--- src/rtl/rx_axis_arbiter.sv ---
// rx_axis_arbiter: merges two rx MAC AXI-Stream sources into one output stream.
// Whole frames are arbitrated (no beat interleaving) with round-robin tie-break,
// frames longer than MAX_FRAME_LEN are truncated and their tail is dropped.
//
// Handshake: a beat moves on any port only in a cycle where tvalid and trdy are
// both high at the rising edge. A source holds tvalid/tdata/tlast/tuser stable
// until accepted. trdy never depends on the same port's tvalid.
module rx_axis_arbiter #(
    parameter int DATA_WIDTH    = 8,
    parameter int MAX_FRAME_LEN = 1522
) (
    input  logic                  clk,
    input  logic                  reset,

    input  logic [DATA_WIDTH-1:0] s0_rx_axis_tdata,
    input  logic                  s0_rx_axis_tvalid,
    input  logic                  s0_rx_axis_tlast,
    input  logic                  s0_rx_axis_tuser,
    output logic                  s0_rx_axis_trdy,

    input  logic [DATA_WIDTH-1:0] s1_rx_axis_tdata,
    input  logic                  s1_rx_axis_tvalid,
    input  logic                  s1_rx_axis_tlast,
    input  logic                  s1_rx_axis_tuser,
    output logic                  s1_rx_axis_trdy,

    output logic [DATA_WIDTH-1:0] m_rx_axis_tdata,
    output logic                  m_rx_axis_tvalid,
    output logic                  m_rx_axis_tlast,
    output logic                  m_rx_axis_tuser,
    input  logic                  m_rx_axis_trdy,

    output logic [1:0]            grant,
    output logic                  trunc_pulse,
    output logic [1:0]            fsm_state
);

    localparam int CNT_W = $clog2(MAX_FRAME_LEN + 1);
    // Count value held while the MAX_FRAME_LEN-th beat is being accepted.
    localparam logic [CNT_W-1:0] LAST_CNT = CNT_W'(MAX_FRAME_LEN - 1);

    localparam logic [1:0] ST_IDLE   = 2'd0;
    localparam logic [1:0] ST_ACTIVE = 2'd1;
    localparam logic [1:0] ST_DROP   = 2'd2;

    logic [1:0]            state;
    logic                  last_grant;   // index of the source granted most recently
    logic [CNT_W-1:0]      beat_cnt;

    logic                  sel_src;
    logic                  sel_valid;
    logic [DATA_WIDTH-1:0] sel_data;
    logic                  sel_last;
    logic                  sel_user;
    logic                  sel_trdy;
    logic                  accept;
    logic                  fwd;
    logic                  at_limit;
    logic                  truncate;
    logic                  any_valid;
    logic                  pick;

    assign fsm_state = state;

    // Mux the granted source and derive the per-cycle handshake decisions.
    always_comb begin
        sel_src   = grant[1];
        sel_valid = sel_src ? s1_rx_axis_tvalid : s0_rx_axis_tvalid;
        sel_data  = sel_src ? s1_rx_axis_tdata  : s0_rx_axis_tdata;
        sel_last  = sel_src ? s1_rx_axis_tlast  : s0_rx_axis_tlast;
        sel_user  = sel_src ? s1_rx_axis_tuser  : s0_rx_axis_tuser;

        // ACTIVE: accept only when the output register is empty or draining.
        // DROP: swallow beats unconditionally. IDLE: accept nothing.
        sel_trdy = 1'b0;
        if (state == ST_ACTIVE) begin
            sel_trdy = ~m_rx_axis_tvalid | m_rx_axis_trdy;
        end else if (state == ST_DROP) begin
            sel_trdy = 1'b1;
        end

        s0_rx_axis_trdy = grant[0] & sel_trdy;
        s1_rx_axis_trdy = grant[1] & sel_trdy;

        accept   = (s0_rx_axis_trdy & s0_rx_axis_tvalid) |
                   (s1_rx_axis_trdy & s1_rx_axis_tvalid);
        fwd      = accept & (state == ST_ACTIVE);
        at_limit = (beat_cnt == LAST_CNT);
        truncate = fwd & at_limit & ~sel_last;

        // Tie goes to the source that did not win last time.
        any_valid = s0_rx_axis_tvalid | s1_rx_axis_tvalid;
        if (s0_rx_axis_tvalid & s1_rx_axis_tvalid) begin
            pick = ~last_grant;
        end else begin
            pick = s1_rx_axis_tvalid;
        end
    end

    // Frame-level FSM: ownership is decided only in IDLE and held to frame end.
    always_ff @(posedge clk) begin
        if (reset) begin
            state      <= ST_IDLE;
            grant      <= 2'b00;
            last_grant <= 1'b1;
            beat_cnt   <= '0;
        end else begin
            case (state)
                ST_IDLE: begin
                    if (any_valid) begin
                        state      <= ST_ACTIVE;
                        grant      <= pick ? 2'b10 : 2'b01;
                        last_grant <= pick;
                        beat_cnt   <= '0;
                    end
                end
                ST_ACTIVE: begin
                    if (fwd) begin
                        beat_cnt <= beat_cnt + CNT_W'(1);
                        if (sel_last) begin
                            state <= ST_IDLE;
                            grant <= 2'b00;
                        end else if (at_limit) begin
                            state <= ST_DROP;
                        end
                    end
                end
                ST_DROP: begin
                    if (accept && sel_last) begin
                        state <= ST_IDLE;
                        grant <= 2'b00;
                    end
                end
                default: begin
                    state <= ST_IDLE;
                    grant <= 2'b00;
                end
            endcase
        end
    end

    // Single output register stage; a truncated beat is closed as an errored last beat.
    always_ff @(posedge clk) begin
        if (reset) begin
            m_rx_axis_tvalid <= 1'b0;
            m_rx_axis_tdata  <= '0;
            m_rx_axis_tlast  <= 1'b0;
            m_rx_axis_tuser  <= 1'b0;
            trunc_pulse      <= 1'b0;
        end else begin
            trunc_pulse <= truncate;
            if (fwd) begin
                m_rx_axis_tvalid <= 1'b1;
                m_rx_axis_tdata  <= sel_data;
                m_rx_axis_tlast  <= sel_last | at_limit;
                m_rx_axis_tuser  <= sel_user | (at_limit & ~sel_last);
            end else if (m_rx_axis_trdy) begin
                m_rx_axis_tvalid <= 1'b0;
            end
        end
    end

endmodule

--- config.mk ---
export PLATFORM = sky130hd
export DESIGN_NAME = rx_axis_arbiter
export DESIGN_NICKNAME = d
export VERILOG_FILES = /design/src/rtl/rx_axis_arbiter.sv
export SDC_FILE = /design/constraint.sdc
export NUM_CORES = 1
export LEC_CHECK = 0
export CAP_MARGIN = 0
export CORE_ASPECT_RATIO = 2
export CORE_MARGIN = 5
export CORE_UTILIZATION = 39
export CTS_BUF_LIST = sky130_fd_sc_hd__clkbuf_8
export DETAILED_ROUTE_END_ITERATION = 8
export PLACE_DENSITY = 0.69
export SYNTH_ARGS = -nofsm -noshare
export SYNTH_HDL_FRONTEND = slang
export SYNTH_SLANG_ARGS = --single-unit
--- constraint.sdc ---
create_clock -name clk -period 3 [get_ports clk]
set_clock_uncertainty 0.15 [all_clocks]
set_input_delay 0.9 -clock clk [delete_from_list [all_inputs] [get_ports clk]]
set_output_delay 0.9 -clock clk [all_outputs]
set_load 0.05 [all_outputs]
### After elaboration in Yosys (flattened, before gate mapping)

Index checks and enable logic that the tools add are counted.

* memories: 0
* memory bits (read-only): 0
* register bits: 28
* logic and storage cells: 65
* latch bits: 0
* bits in writable memories: 0

* $add $sub $neg: 1
* magnitude comparators: 0
* multipliers: 0
* muxes and demuxes: 22
* bitwise operators: 17
* eq/ne operators: 8
* div/mod/pow operators: 0
* shift-type cells: 0
* reduce and logical (&&, ||, !) cells: 8

Operator list (number)
* $mux 11: 2
* $pmux 11 s2: 1
* $mux 2: 9
* $pmux 2 s3: 2
* $add 11x1->11 const B: 1
* $eq 11x11->1 const B: 1
* $and 1x1->1: 9
* $mux 8: 1
* $reduce_and 4->1: 2
* $mux 1: 7
* $ne 2x2->1 const B: 3
* $or 1x1->1: 5
* $reduce_bool 2->1: 2
* $ne 3x3->1 const B: 1
* $not 1->1: 3
* $reduce_and 3->1: 1
* $eq 2x1->1 const B: 1
* $eq 2x2->1 const B: 1
* $logic_not 2->1: 1
* $ne 2x1->1 const B: 1
* $reduce_and 2->1: 1
* $logic_and 1x1->1: 1

### Longest topological paths before layout

Gate-level depths: netlist of run 1.

* depth in word-level cells: 9
* mapped depth: 6
* mapped depth without buffers: 5

### Worst setup path after synthesis of run 1

OpenSTA, ideal clock, no wires.

* path type: input port to output port
* start: input port m_rx_axis_trdy
* end: output port s0_rx_axis_trdy
* cell stages on the path: 5
* data arrival time: 1.903 ns
* slack: 0.047 ns
* cells stage by stage: nand2b_1 -> clkbuf_1 -> nand2_1 -> o21ai_0 -> and2_1

* longest elaborated chain between the ends: 3

RTL lines
* start: declaration: RTL line 31 `input logic m_rx_axis_trdy,`
* $or 1x1->1: RTL line 77 `sel_trdy = ~m_rx_axis_tvalid | m_rx_axis_trdy;`
* $mux 1: RTL line 76 `if (state == ST_ACTIVE) begin`
* $and 1x1->1: RTL line 82 `s0_rx_axis_trdy = grant[0] & sel_trdy;`
* end: declaration: RTL line 19 `output logic s0_rx_axis_trdy,`

No other way between the ends.

### Worst setup path after layout of run 1

* start: input port m_rx_axis_trdy
* end: output port s1_rx_axis_trdy

* longest elaborated chain between the ends: 3

RTL lines
* $or 1x1->1: RTL line 77
* $mux 1: RTL line 76
* $and 1x1->1: RTL line 83 `s1_rx_axis_trdy = grant[1] & sel_trdy;`
* end: declaration: RTL line 25 `output logic s1_rx_axis_trdy,`

No other way between the ends.

==> impl_results.md, run 1 <==
* GRT Resource Usage Total at 0.158
* FFs w/ async S/R, synth at 0
* Fin area at 2020 um^2
* Final Routed Wirelength at 3660 um
* First-pass GRT wire length at 6110 um
* Fmax at 0.337 GHz
* Clock slew at reported path FFs at 0.10 ns
* Gate count of the mapped netlist at 159
* Crit share post-route at 0.988
* CORE AREA at 3570 um^2
* Initial antenna violation count at 0
* Endpoint class of the critical path: output pin
* Post-synth cell types at 46
* Die area at 4980 um^2
* CTS-repair resized insts at 4
* Worst rel slew slack at 0.582
* Mean Syn Cell Area at 8.84 um^2
* Leak at 0.675 nW
* Finished Core Util at 0.565
* Worst Path Max Fanout at 2
* Starting density of the core at 0.394
* VDD IR max at 0.000475 V
* Dpl hpwl at 2880 um
* Yosys reg bits at 28
* Endpoints failing hold at 0
* Cell Pwr Density at 465 nW/um^2
* Max-cap viol count at 0
* Final Wtd Congestion at 0.835
* Clk root buf: clkbuf_8
* Clock Sinks at 28
* Sequential cell area fraction in the yosys report at 0.399
* CTS Hold Buffers Added at 0
* CP arrival at 1.91 ns
* Hold Path Class: flip-flop to flip-flop
* Placed inst area at 1930 um^2
* Io pins at 43
* Post-synth EDFFs at 0
* Vias in the first global route at 1410
* # port buffers at 42
* Setup crit start kind: input pin
* Sequential cell area at 561 um^2
* Detailed-route via count at 1370
* Vias/cell at 5.44
* Proportion of layout cells with a drive suffix above 1 at 0.143
* Minimum clock period at 2.96 ns
* CTS tree: done
* YS warnings at 0
* Final nets at 231
* Largest net degree at the start of global routing at 23
* Die height at 94.9 um
* RSZ-0062 raised after global routing: no
* Multi-input gate area at 813 um^2
* Wire per inst at 14.5 um
* Clock Latency Late Sink at 0.27 ns
* Layout fillers at 326
* Initial DRC count at 29
* Setup repair bufs after CTS at 0
* Least-Margin Pin Slew at 0.625 ns
* N_diodes at 0
* Gr ovfl total at 0
* Die extent in x at 52.5 um
* Antenna-violating nets left at 0
* # H-tree levels at 1
* Worst Setup Path Type: input pin to output pin
* Clk buf depth at 2
* CP required at 1.95 ns
* CTS buffer count at 3
* Pre-antenna DRT Iters at 4
* Setup violators final at 0
* DR DRC count at 0
* Syn nets at 186
* Post-Synthesis Cell Area at 1410 um^2
* Most used DFF post-synth: dfxtp_1
* # rows at 31
* Status: finished, final reports clean
* Max-slew violations at 0
* Area grow syn2layout at 43.4%
## kinds of logic (layout without fill, tap and decap cells)
logic type / after synthesis / in the layout / synth area share
AND/OR/NAND/NOR: 66 / 66 / 0.254
AO/OA/AOI/OAI: 39 / 39 / 0.203
flip-flops: 28 / 28 / 0.399
buffers and inverters: 11 / 55 / 0.0365
multiplexers: 10 / 10 / 0.0721
XOR/XNOR: 3 / 3 / 0.0187
adder cells (fa/ha/maj): 2 / 2 / 0.0178
## cell usage in the layout, fill, tap and decap left out, types with 3 or more instances in the layout
master,instances
a211oi_1,9
a21oi_1,8
a31oi_1,3
buf_12,3
buf_4,7
clkbuf_8,3
clkdlybuf4s50_1,39
dfxtp_1,28
mux2i_1,9
nand2_1,10
nand3_1,8
nand4_1,4
nor2_1,16
o21ai_0,6
or3_1,4
## layout make-up
class	instances	area share
Clock buffer	3	0.0205
Clock inverter	1	0.0149
Inverter	2	0.00372
Multi-Input combinational cell	120	0.403
Sequential cell	28	0.278
Tap cell	49	0.0304
Timing Repair Buffer	49	0.249
## path summary, 6_finish.rpt
kind	startpoint	to	slack [ns]	depth (start not counted)
min	beat_cnt[7]	beat_cnt[7]	0.35	2
max	m_rx_axis_trdy	s1_rx_axis_trdy	0.04	6
min reg2reg	beat_cnt[7]	beat_cnt[7]	0.35	2
max reg2reg	grant[1]	fsm_state[0]	0.88	5
## critical path: stages
cell and delay (ns):
clkdlybuf4s50_1 0.46, nand2b_4 0.12, nand2_2 0.05, o21ai_2 0.07
and2_4 0.18, buf_12 0.13
## report_power, final
group / switching (mW) / internal, mW
combinational: 0.134 / 0.105
sequential: 0.0167 / 0.388
clock: 0.116 / 0.179
total: 0.267 / 0.671
## state kept, by name, indices dropped and copies added, names as in the netlist
name	count
m_rx_axis_tvalid	1
beat_cnt	11
grant	2
m_rx_axis_tuser	1
m_rx_axis_tlast	1
fsm_state	2
trunc_pulse	1
last_grant	1
m_rx_axis_tdata	8
## Yosys cell counts, types with 2 or more instances
| cell type | count | area, um^2 |
|---|---|---|
| nand4_1 | 4 | 25.0 |
| dfxtp_1 | 28 | 561 |
| o21ai_0 | 7 | 35.0 |
| clkbuf_1 | 4 | 15.0 |
| nor2_1 | 16 | 60.1 |
| a211oi_1 | 9 | 67.6 |
| buf_2 | 2 | 10.0 |
| a31oi_1 | 3 | 18.8 |
| nand4b_1 | 2 | 17.5 |
| or2_2 | 2 | 12.5 |
| nand2b_1 | 2 | 12.5 |
| ha_1 | 2 | 25.0 |
| and3_1 | 2 | 12.5 |
| or3_1 | 4 | 25.0 |
| nor3_1 | 2 | 10.0 |
| buf_4 | 2 | 15.0 |
| and4_1 | 2 | 17.5 |
| mux2i_1 | 9 | 90.1 |
| inv_1 | 2 | 7.51 |
| nand3_1 | 8 | 40.0 |
| and2_1 | 3 | 18.8 |
| o21a_1 | 2 | 15.0 |
| nand2_1 | 11 | 41.3 |
| a21oi_1 | 8 | 40.0 |
| xor2_1 | 2 | 17.5 |
## per-layer routing
layer / track usage / part of all wire
met1: 0.163 / 0.38
met5: 0 / 0
met4: 0.0661 / 0.025
met3: 0.0316 / 0.060
met2: 0.295 / 0.53
## through the flow
step                hold slack [ns]  total power [mW]  setup TNS (ns)  setup slack (ns)  std cells
finish                        0.346             0.939               0            0.0351        252
global placement              0.314             0.642          -0.127           -0.0715        248
floorplan                     0.304             0.551               0            0.0468        159
detailed placement            0.343             0.647         -0.0920           -0.0472        248
CTS                           0.357             0.943               0            0.0155        252
global route                  0.381             0.977               0           0.00584        252
(Power assumes the default switching activity.)
==> run 2, diff against run 1 <==
--- a/config.mk
+++ b/config.mk
@@ -11,7 +11,7 @@
 export CORE_UTILIZATION = 39
 export CTS_BUF_LIST = sky130_fd_sc_hd__clkbuf_8
 export DETAILED_ROUTE_END_ITERATION = 8
-export PLACE_DENSITY = 0.69
+export DONT_BUFFER_PORTS = 1
 export SYNTH_ARGS = -nofsm -noshare
 export SYNTH_HDL_FRONTEND = slang
 export SYNTH_SLANG_ARGS = --single-unit
==> impl_results.md, run 2 (same netlist as run 1, synthesis figures left out) <==
* Clock Latency Late Sink at 0.28 ns
* Gr busiest metal: met2
* Crit share post-route at 0.893
* Vias/cell at 5.86
* Wire per inst at 16.0 um
* Detailed-route via count at 1254
* Die extent in x at 52.5 um
* Comb pwr share at 0.168
* Reg power frac at 0.492
* Cell Pwr Density at 545 nW/um^2
* Max reg flops at 11
* CTS buffer count at 3
* Final TNS setup at 0 ns
* Setup violators final at 0
* # H-tree levels at 1
* Clock share of power at 0.340
* GRT Resource Usage Total at 0.151
* Met2 Use GR at 0.272
* Sw Ratio at 0.289
* DR DRC count at 0
* Starting density of the core at 0.394
* Antenna-violating nets left at 0
* Clk root buf: clkbuf_8
* N_diodes at 0
* Fin Hold WS at 0.347 ns
* Dpl hpwl at 2690 um
* CTS-repair resized insts at 0
* VDD IR max at 0.000505 V
* RSZ-0062 raised after global routing: no
* Leak at 0.522 nW
* Max-cap viol count at 0
* Worst Path Max Fanout at 2
* Fmax at 0.373 GHz
* Die height at 94.9 um
* Least-Margin Pin Slew at 0.595 ns
* Fin area at 1600 um^2
* Max-slew violations at 0
* Worst Setup Path Type: input pin to output pin
* Final Wtd Congestion at 0.832
* Die area at 4980 um^2
* Clk buf depth at 2
* Setup repair bufs after CTS at 0
* Final std cells w/o fill at 214
* Minimum clock period at 2.68 ns
* Proportion of layout cells with a drive suffix above 1 at 0.152
* Setup crit start kind: input pin
* CTS tree: done
* Gr ovfl total at 0
* Most frequent cells in the layout: dfxtp_1 (28), nor2_1 (16), nand2_1 (11)
* CORE AREA at 3570 um^2
* Pint at 621 uW
* CP required at 1.95 ns
* # rows at 31
* Hold Path Class: flip-flop to flip-flop
* Final Routed Wirelength at 3420 um
* CP arrival at 1.63 ns
* Net Sw Power at 253 uW
* Commonest non-fill, non-tap cell in the layout: dfxtp_1
* Worst rel slew slack at 0.602
* Largest net degree at the start of global routing at 22
* Global Route met1 Usage at 0.149
* Endpoint class of the critical path: output pin
* Placed inst area at 1530 um^2
* Io pins at 43
* Met3 usage in global routing at 0.0363
* First-pass GRT wire length at 5830 um
* Initial DRC count at 28
* Pre-antenna DRT Iters at 4
* Cells after DPL at 210
* Clock Sinks at 28
* Top flop regs: beat_cnt (11), m_rx_axis_tdata (8)
* Initial antenna violation count at 0
* # port buffers at 0
* Status: finished, final reports clean
* Biggest register: beat_cnt
* Endpoints failing hold at 0
* Final nets at 193
* Area grow syn2layout at 14.0%
* Total power at 874 uW
* CTS Hold Buffers Added at 0
* Vias in the first global route at 1326
* Clock slew at reported path FFs at 0.10 ns
-- run 2: cell types whose count changed in the layout (fill, tap and decap cells not counted), sizes merged --
cell,change
buf,+1
clkdlybuf4s50,-39
-- run 2: through the flow --
stage,util,worst slack [ns]
6_report,0.449,0.321
3_5_place_dp,0.429,0.344
4_1_cts,0.449,0.330
5_1_grt,0.449,0.274
3_3_place_gp,0.429,0.350
2_1_floorplan,-,0.0468
-- run 2: worst paths after layout --
check	startpoint	endpoint	slack [ns]	depth (start not counted)
worst max-delay path	m_rx_axis_trdy	s1_rx_axis_trdy	0.32	5
worst min-delay path	beat_cnt[1]	beat_cnt[1]	0.35	2
worst max register to register	grant[1]	m_rx_axis_tuser	0.80	6
worst min register to register	beat_cnt[1]	beat_cnt[1]	0.35	2
-- run 2: cell type report --
cell class / instances / area (um^2)
clock inverter: 1 / 30.0
inverter: 2 / 7.51
tap: 49 / 61.3
timing repair buffer: 11 / 108
multi-input combinational: 120 / 795
fill: 379 / 1970
sequential: 28 / 561
clock buffer: 3 / 41.3
-- run 2: power by group through the flow --
stage          Sequential, mW  Combinational [mW]  Clock, mW
6_report                0.430               0.146      0.297
3_5_place_dp            0.439               0.147          0
4_1_cts                 0.430               0.147      0.303
5_1_grt                 0.432               0.161      0.319
3_3_place_gp            0.438               0.144          0
2_1_floorplan           0.458              0.0927          0
-- run 2: routing by layer --
layer,wire (um),part of all wire
met5,0,0
met4,93,0.027
met3,234,0.069
met2,1860,0.54
met1,1230,0.36
-- run 2: critical path, cell delays in order --
cell and delay (ns):
nand2b_1 0.15, nand2_1 0.06, o21ai_0 0.13, and2_1 0.23
buf_12 0.15
==> run 3, diff against run 2 <==
--- a/config.mk
+++ b/config.mk
@@ -5,6 +5,7 @@
 export SDC_FILE = /design/constraint.sdc
 export NUM_CORES = 1
 export LEC_CHECK = 0
+export ABC_AREA = 0
 export CAP_MARGIN = 0
 export CORE_ASPECT_RATIO = 2
 export CORE_MARGIN = 5
==> results of run 3 <==
Final layout, timing and power as in run 2 (identical DEF).
